$ cat src/rtl/color_bbox_detect.sv
// Colour-window pixel classifier with per-frame bounding-box / pixel-count accumulation.
// Results are published at each vs_n falling edge; a 1-cycle-delayed mask stream is forwarded.
module color_bbox_detect #(
    parameter int unsigned H_ACT   = 800,
    parameter int unsigned V_ACT   = 600,
    parameter logic [4:0]  R_MIN   = 5'd24,
    parameter logic [5:0]  G_MAX   = 6'd20,
    parameter logic [4:0]  B_MAX   = 5'd12,
    parameter int unsigned MIN_PIX = 16
) (
    input  logic        clk,
    input  logic        rst_n,
    input  logic        vs_n,
    input  logic        clken,
    input  logic [15:0] rgb_in,
    output logic        mask_out,
    output logic        mask_de,
    output logic        mask_vs_n,
    output logic        bbox_valid,
    output logic        found,
    output logic [9:0]  x_min,
    output logic [9:0]  x_max,
    output logic [9:0]  y_min,
    output logic [9:0]  y_max,
    output logic [19:0] pix_cnt
);

    localparam int unsigned CW = 10;
    localparam int unsigned NW = 20;

    localparam logic [CW-1:0] X_LAST  = CW'(H_ACT - 1);
    localparam logic [CW-1:0] Y_LAST  = CW'(V_ACT - 1);
    localparam logic [CW-1:0] POS_MAX = '1;
    localparam logic [NW-1:0] CNT_MAX = '1;
    localparam logic [NW-1:0] MIN_CNT = NW'(MIN_PIX);

    logic [CW-1:0] x_pos;
    logic [CW-1:0] y_pos;
    logic [CW-1:0] acc_xmin;
    logic [CW-1:0] acc_xmax;
    logic [CW-1:0] acc_ymin;
    logic [CW-1:0] acc_ymax;
    logic [NW-1:0] acc_cnt;
    logic          vs_q;

    logic accept_c;
    logic match_c;
    logic commit_c;
    logic found_c;

    always_comb begin
        accept_c = clken & vs_n;
        match_c  = accept_c
                 & (rgb_in[15:11] >= R_MIN)
                 & (rgb_in[10:5]  <= G_MAX)
                 & (rgb_in[4:0]   <= B_MAX);
        commit_c = vs_q & ~vs_n;
        found_c  = (acc_cnt >= MIN_CNT);
    end

    // Raster position of the pixel being accepted; rows beyond the last fold onto it.
    always_ff @(posedge clk or negedge rst_n) begin
        if (!rst_n) begin
            x_pos <= '0;
            y_pos <= '0;
        end else if (!vs_n) begin
            x_pos <= '0;
            y_pos <= '0;
        end else if (accept_c) begin
            if (x_pos == X_LAST) begin
                x_pos <= '0;
                if (y_pos != Y_LAST) begin
                    y_pos <= y_pos + CW'(1);
                end
            end else begin
                x_pos <= x_pos + CW'(1);
            end
        end
    end

    // Per-frame accumulators; commit and match are mutually exclusive via vs_n.
    always_ff @(posedge clk or negedge rst_n) begin
        if (!rst_n) begin
            acc_xmin <= POS_MAX;
            acc_xmax <= '0;
            acc_ymin <= POS_MAX;
            acc_ymax <= '0;
            acc_cnt  <= '0;
        end else if (commit_c) begin
            acc_xmin <= POS_MAX;
            acc_xmax <= '0;
            acc_ymin <= POS_MAX;
            acc_ymax <= '0;
            acc_cnt  <= '0;
        end else if (match_c) begin
            if (x_pos < acc_xmin) acc_xmin <= x_pos;
            if (x_pos > acc_xmax) acc_xmax <= x_pos;
            if (y_pos < acc_ymin) acc_ymin <= y_pos;
            if (y_pos > acc_ymax) acc_ymax <= y_pos;
            if (acc_cnt != CNT_MAX) acc_cnt <= acc_cnt + NW'(1);
        end
    end

    always_ff @(posedge clk or negedge rst_n) begin
        if (!rst_n) begin
            vs_q <= 1'b1;
        end else begin
            vs_q <= vs_n;
        end
    end

    // Committed results hold until the next frame boundary.
    always_ff @(posedge clk or negedge rst_n) begin
        if (!rst_n) begin
            bbox_valid <= 1'b0;
            found      <= 1'b0;
            x_min      <= '0;
            x_max      <= '0;
            y_min      <= '0;
            y_max      <= '0;
            pix_cnt    <= '0;
        end else begin
            bbox_valid <= commit_c;
            if (commit_c) begin
                found   <= found_c;
                x_min   <= found_c ? acc_xmin : '0;
                x_max   <= found_c ? acc_xmax : '0;
                y_min   <= found_c ? acc_ymin : '0;
                y_max   <= found_c ? acc_ymax : '0;
                pix_cnt <= acc_cnt;
            end
        end
    end

    always_ff @(posedge clk or negedge rst_n) begin
        if (!rst_n) begin
            mask_out  <= 1'b0;
            mask_de   <= 1'b0;
            mask_vs_n <= 1'b1;
        end else begin
            mask_out  <= match_c;
            mask_de   <= clken;
            mask_vs_n <= vs_n;
        end
    end

endmodule

$ cat config.mk
export PLATFORM = sky130hd
export DESIGN_NAME = color_bbox_detect
export DESIGN_NICKNAME = d
export VERILOG_FILES = /design/src/rtl/color_bbox_detect.sv
export SDC_FILE = /design/constraint.sdc
export NUM_CORES = 1
export LEC_CHECK = 0
export ABC_CLOCK_PERIOD_IN_PS = 2500
export CAP_MARGIN = 20
export CORE_MARGIN = 2
export CORE_UTILIZATION = 45
export CTS_CLUSTER_DIAMETER = 120
export DETAILED_ROUTE_END_ITERATION = 8
export GPL_TIMING_DRIVEN = 0
export PLACE_DENSITY = 0.66
export SYNTH_ARGS = -nofsm -noshare
export SYNTH_HDL_FRONTEND = slang
export SYNTH_SLANG_ARGS = --single-unit
$ cat constraint.sdc
create_clock -name clk -period 2.5 [get_ports clk]
set_input_delay 0.625 -clock clk [delete_from_list [all_inputs] [get_ports clk]]
set_output_delay 0.625 -clock clk [all_outputs]
set_load 0.02 [all_outputs]
* After elaboration in Yosys (flattened, before gate mapping)
Cells that the tools add are included.
Word-level totals: register bits 145, input port bits 20, output and inout port bits 65, word-level logic and storage cells 78
Cells by class: add/sub/neg operators 3, $lt $le $gt $ge 8, equality and inequality tests 6, muxes and demuxes 26, bitwise gates (word level) 6, reduce and logical (&&, ||, !) cells 12
Operators by type and width (number):
- $mux 10 | 23
- $mux 20 | 3
- $add 10x1->10 const B | 2
- $add 20x1->20 const B | 1
- $ge 20x5->1 const B | 1
- $gt 10x10->1 | 2
- $lt 10x10->1 | 2
- $ne 20x20->1 const B | 1
- $reduce_bool 2->1 | 6
- $eq 10x10->1 const B | 1
- $ne 10x10->1 const B | 1
- $reduce_and 2->1 | 5
- $le 6x5->1 const B | 1
- $ne 2x1->1 const B | 3
- $and 1x1->1 | 5
- $ge 5x5->1 const B | 1
- $le 5x4->1 const B | 1
- $reduce_and 3->1 | 1
- $not 1->1 | 1

* Logic depth before layout (Yosys ltp)
depth in word-level cells 6, mapped depth 8, gate-level depth less buffers 7

* Least setup slack after synthesis
OpenSTA, ideal clock, no wires.
path type register to register, start register acc_xmin[7], end register acc_xmin[0], setup time 0.100 ns, arrival 2.098 ns, required time 2.400 ns, slack 0.302 ns, cell stages (with the launch flop) 9, buffers on the path 1, period minus slack after synthesis 2.198 ns, cells stage by stage dfstp_2 inv_1 ha_1 a21o_1 a21o_1 a211oi_1 o21a_1 buf_2 o211ai_1
On the way: longest elaborated chain between the ends 3
Ends and longest elaborated chain:
- start: declaration | RTL line 39 | logic [CW-1:0] acc_xmin;
- start signal: assignment | RTL line 96 | if (x_pos < acc_xmin) acc_xmin <= x_pos;
- $lt 10x10->1 | RTL line 96
- $reduce_bool 2->1 (no source line)
- $reduce_and 2->1 (no source line)
No other way between the ends. A chain may end at the register's enable or synchronous reset.

* Final worst setup path
start input port rgb_in[4], end register acc_ymax[0]
On the way: longest elaborated chain between the ends 4
Ends and longest elaborated chain:
- start: declaration | RTL line 15 | input logic [15:0] rgb_in,
- $le 5x4->1 | RTL line 56 | & (rgb_in[4:0] <= B_MAX);
- $and 1x1->1 | RTL line 56
- net match_c | RTL line 47 | logic match_c;
- $reduce_bool 2->1 (no source line)
- $reduce_and 2->1 (no source line)
- end signal: assignment | RTL line 99 | if (y_pos > acc_ymax) acc_ymax <= y_pos;
- end: declaration | RTL line 42 | logic [CW-1:0] acc_ymax;
The timed path passes the listed nets, and every way through them passes these cells.

==> results.md <==
- Portion of total power attributed to sequential cells: 43.4%
- Worst Clk Skew: roughly 0.0080 ns
- Async set or reset register ratio after synthesis: 100%
- Crit end category: flop
- Number of enable-type register cells in the synthesized netlist: 0
- Via/cell ratio: around 5.7
- Reg2reg setup slack: 0.14 ns
- Routed length on met1: approximately 8.9 mm
- HP Class: input port to asynchronous set/reset pin
- Area share of the largest cell type after synthesis: 42.2%
- Filler cell count: about 1400
- WHS: 0.113 ns
- Count of maximum capacitance violations: 0
- Final setup violation count: 0
- Proportion of layout cells with a drive suffix above 1: 11.8%
- List of most frequent post-synthesis cells: sky130_fd_sc_hd__dfrtp_1 (124), sky130_fd_sc_hd__nand2_1 (92), sky130_fd_sc_hd__inv_1 (48)
- Via count: about 6000
- Die area: 17400 µm²
- Int Pwr: 0.00431 W
- Static Leakage: 4.32 nW
- Cell types occupying the most area after synthesis: sky130_fd_sc_hd__dfrtp_1 (42%), sky130_fd_sc_hd__dfstp_2 (7.5%), sky130_fd_sc_hd__ha_1 (7.1%), sky130_fd_sc_hd__a22o_1 (4.8%), sky130_fd_sc_hd__nand2_1 (4.7%)
- Initial Util: 46.1%
- RD Place Congestion: 0.890
- Max Fclk: approximately 0.41 GHz
- Share of power burned in the clock network: 51.4%
- Synth Instances: 714
- Top Metal Used: met4
- Hold-fix buffers, CTS: 0
- Final WS setup: approximately 0.086 ns
- R2r startpoint: y_pos[3]$_DFFE_PN0P_
- Post-synthesis sequential area ratio: approximately half
- Clock tree from TritonCTS: done
- Worst setup slack before clock tree synthesis: -0.897 ns
- Total clock buffers created by CTS: 17
- Logic pwr share: under 10%
- WL met2: 9.30 mm
- Final layout net count: 883
- Leading area contributor after synthesis: sky130_fd_sc_hd__dfrtp_1
- Number of I/O port buffers: 81
- Number of antenna violations at the first check in global routing: 0
- Buffer type at the clock tree root: sky130_fd_sc_hd__clkbuf_16
- Total overflow reported by the global router: 0
- Buffer depth of the longest clock path: 2
- DR pass1 iterations: 5
- Register bit count reported by yosys: between 100 and 150
- Count of warnings emitted by yosys: 0
- Peak supply drop: approximately 0.47 mV
- Floorplan core area: 15900 µm²
- Chip height: between 100 and 150 µm
- Combined global-route utilization of all metal layers: a little under a quarter
- Setup repair after global routing missed its margin: no
- Total nets after synthesis: just under 800
- H-tree depth: 4
- Clock input transition at the sequential cells of the worst setup and hold paths: approximately 0.06 ns
- Critical path capture point: acc_ymax[0]$_DFFE_PN0P_
- Final Slew Violations: 0
- Global-route wire length before repair: ~32 mm
- Critical path data required time: approximately 2.8 ns
- Net switching power: 0.00122 W
- Final critical-path required period: 2.41 ns
- Maximum fanout along the worst path: 9
- Count of antenna diodes in the layout: 0
- Total standard cell area after synthesis: 7350 µm²
- Final hold viol count: 0
- Vias in the first global route: between 6000 and 7000
- Post-route DRC violation count: 0
- Power density over cell area: about 600 nW/µm²
- Share of the clock period used by the worst path: just under 100%
- Met3 WL: 753 µm
- End of the worst register-to-register path: acc_ymax[3]$_DFFE_PN0P_
- Switching portion of total power: approximately 22%
- Routed length per placed instance: between 15 and 20 µm
- Starting DRC count in detailed routing: 440
- Result of the run: finished clean
- Most frequently used cell type in the post-synthesis netlist: sky130_fd_sc_hd__dfrtp_1
- Clock sink count: approximately 150
- Clock latency on the worst-skew pair: 0.44 ns
- Source of the critical timing path: rgb_in[4]
- Arr. time, crit path: around 2.7 ns
- Largest net degree at the start of global routing: a little under 100
- Worst rel slew slack: a little under three fifths
- HPWL after detailed placement: 13.2 mm
- Cell depth of the worst flop-to-flop path: 6
- Antenna-violating nets left: 0
- Area growth from synthesis to final layout: 25.4%
- Boundary pin count: 85
- Number of placement rows: 46
- Flip-flop cell with the highest count after synthesis: sky130_fd_sc_hd__dfrtp_1
- Critical path class: input port to flop
- Final WL: 19.3 mm
- Worst-Margin Slew: 0.653 ns
- Launching element type of the critical path: input port
- Final core area utilization: between 50% and 60%
- Synthesized area per cell: approximately 10 µm²
- Die extent in x: between 100 and 150 µm
- Library cells used by synthesis: 55
routing by layer:
metal  vias to the layer above  global-route usage [%]
met5                         -                       0
met3                        32                    4.00
met2                       174                    37.0
li1                       2819                       -
met4                         0                    9.78
met1                      2966                    30.9
layout by cell type, fill, tap and decap left out, drive strengths merged, types with 8 or more instances in the layout:
| cell | instances |
|---|---|
| a21o | 13 |
| a21oi | 17 |
| a22o | 40 |
| buf | 20 |
| clkbuf | 50 |
| clkdlybuf4s50 | 78 |
| dfrtp | 124 |
| dfstp | 21 |
| ha | 42 |
| inv | 49 |
| mux2 | 15 |
| mux2i | 10 |
| nand2 | 92 |
| nand2b | 20 |
| nand3 | 18 |
| nand4 | 16 |
| nor2 | 37 |
| nor4 | 8 |
| o211ai | 36 |
| o21ai | 19 |
| o311ai | 12 |
through the flow:
stage / power [W] / instance area, µm² / TNS, ns / cells
floorplan: 0.00257 / 7350 / 0 / 714
global placement: 0.00270 / 8430 / -735.10 / 1011
detailed placement: 0.00272 / 8460 / -72.96 / 1012
CTS: 0.00556 / 9140 / 0 / 1044
global route: 0.00571 / 9220 / 0 / 1050
finish: 0.00553 / 9220 / 0 / 1050
critical path, cell delays in order:
cell and delay (ns):
sky130_fd_sc_hd__clkdlybuf4s50_1 0.39, sky130_fd_sc_hd__and4bb_1 0.34, sky130_fd_sc_hd__nand4_4 0.21, sky130_fd_sc_hd__or2_1 0.28, sky130_fd_sc_hd__buf_2 0.16, sky130_fd_sc_hd__inv_4 0.17, sky130_fd_sc_hd__o311ai_2 0.23, sky130_fd_sc_hd__buf_4 0.20
sky130_fd_sc_hd__mux2i_1 0.11
power groups by stage:
stage,logic (W),clock network (W),registers [W]
floorplan,0.000130,0,0.00244
global placement,0.000258,0,0.00244
detailed placement,0.000273,0,0.00244
CTS,0.000279,0.00288,0.00240
global route,0.000324,0.00298,0.00241
finish,0.000288,0.00284,0.00240
flip-flops by register name (all words and copies together) (netlist names), 10 cells and up:
| register | count |
|---|---|
| y_min | 10 |
| acc_cnt | 20 |
| x_max | 10 |
| pix_cnt | 20 |
| x_min | 10 |
| acc_xmax | 10 |
| y_max | 10 |
| x_pos | 10 |
| acc_ymin | 10 |
| y_pos | 10 |
| acc_ymax | 10 |
| acc_xmin | 10 |
kinds of logic after synthesis:
group,count (synthesis),synth area share [%]
buffers and inverters,90,4.78
adder cells (fa/ha/maj),42,7.15
AO/OA/AOI/OAI,175,18.4
AND/OR/NAND/NOR,229,15.4
multiplexers,25,3.66
flip-flops,145,49.7
XOR/XNOR,8,0.953
worst min-delay path by stage:
stage                                 from                endpoint  slack, ns  cells after the start
CTS                                  rst_n  pix_cnt[1]$_DFFE_PN0P_       0.13                      1
finish                               rst_n  pix_cnt[1]$_DFFE_PN0P_       0.11                      1
floorplan                            rst_n  acc_cnt[0]$_DFFE_PN0P_       0.33                      0
global route                         rst_n  pix_cnt[7]$_DFFE_PN0P_       0.15                      1
global placement    pix_cnt[5]$_DFFE_PN0P_  pix_cnt[5]$_DFFE_PN0P_       0.46                      2
detailed placement  pix_cnt[6]$_DFFE_PN0P_  pix_cnt[6]$_DFFE_PN0P_       0.46                      2
final cells by class:
class	count	area, µm²	share of cell area (%)
timing repair buffer	86	867	9.40
clock inverter	9	179	1.94
buffer	40	169	1.83
multi-input combinational	481	3410	37.0
tap	216	270	2.93
clock buffer	23	478	5.18
inverter	50	190	2.06
sequential	145	3650	39.6
timing repair:
action                     4_1_cts  5_1_grt
pin swaps                        0        3
gates resized for setup          6       17
setup endpoints to repair      125       55
setup buffers                    0        4
gates cloned                     0        2
Note: power is estimated with default switching activity, not from simulation.
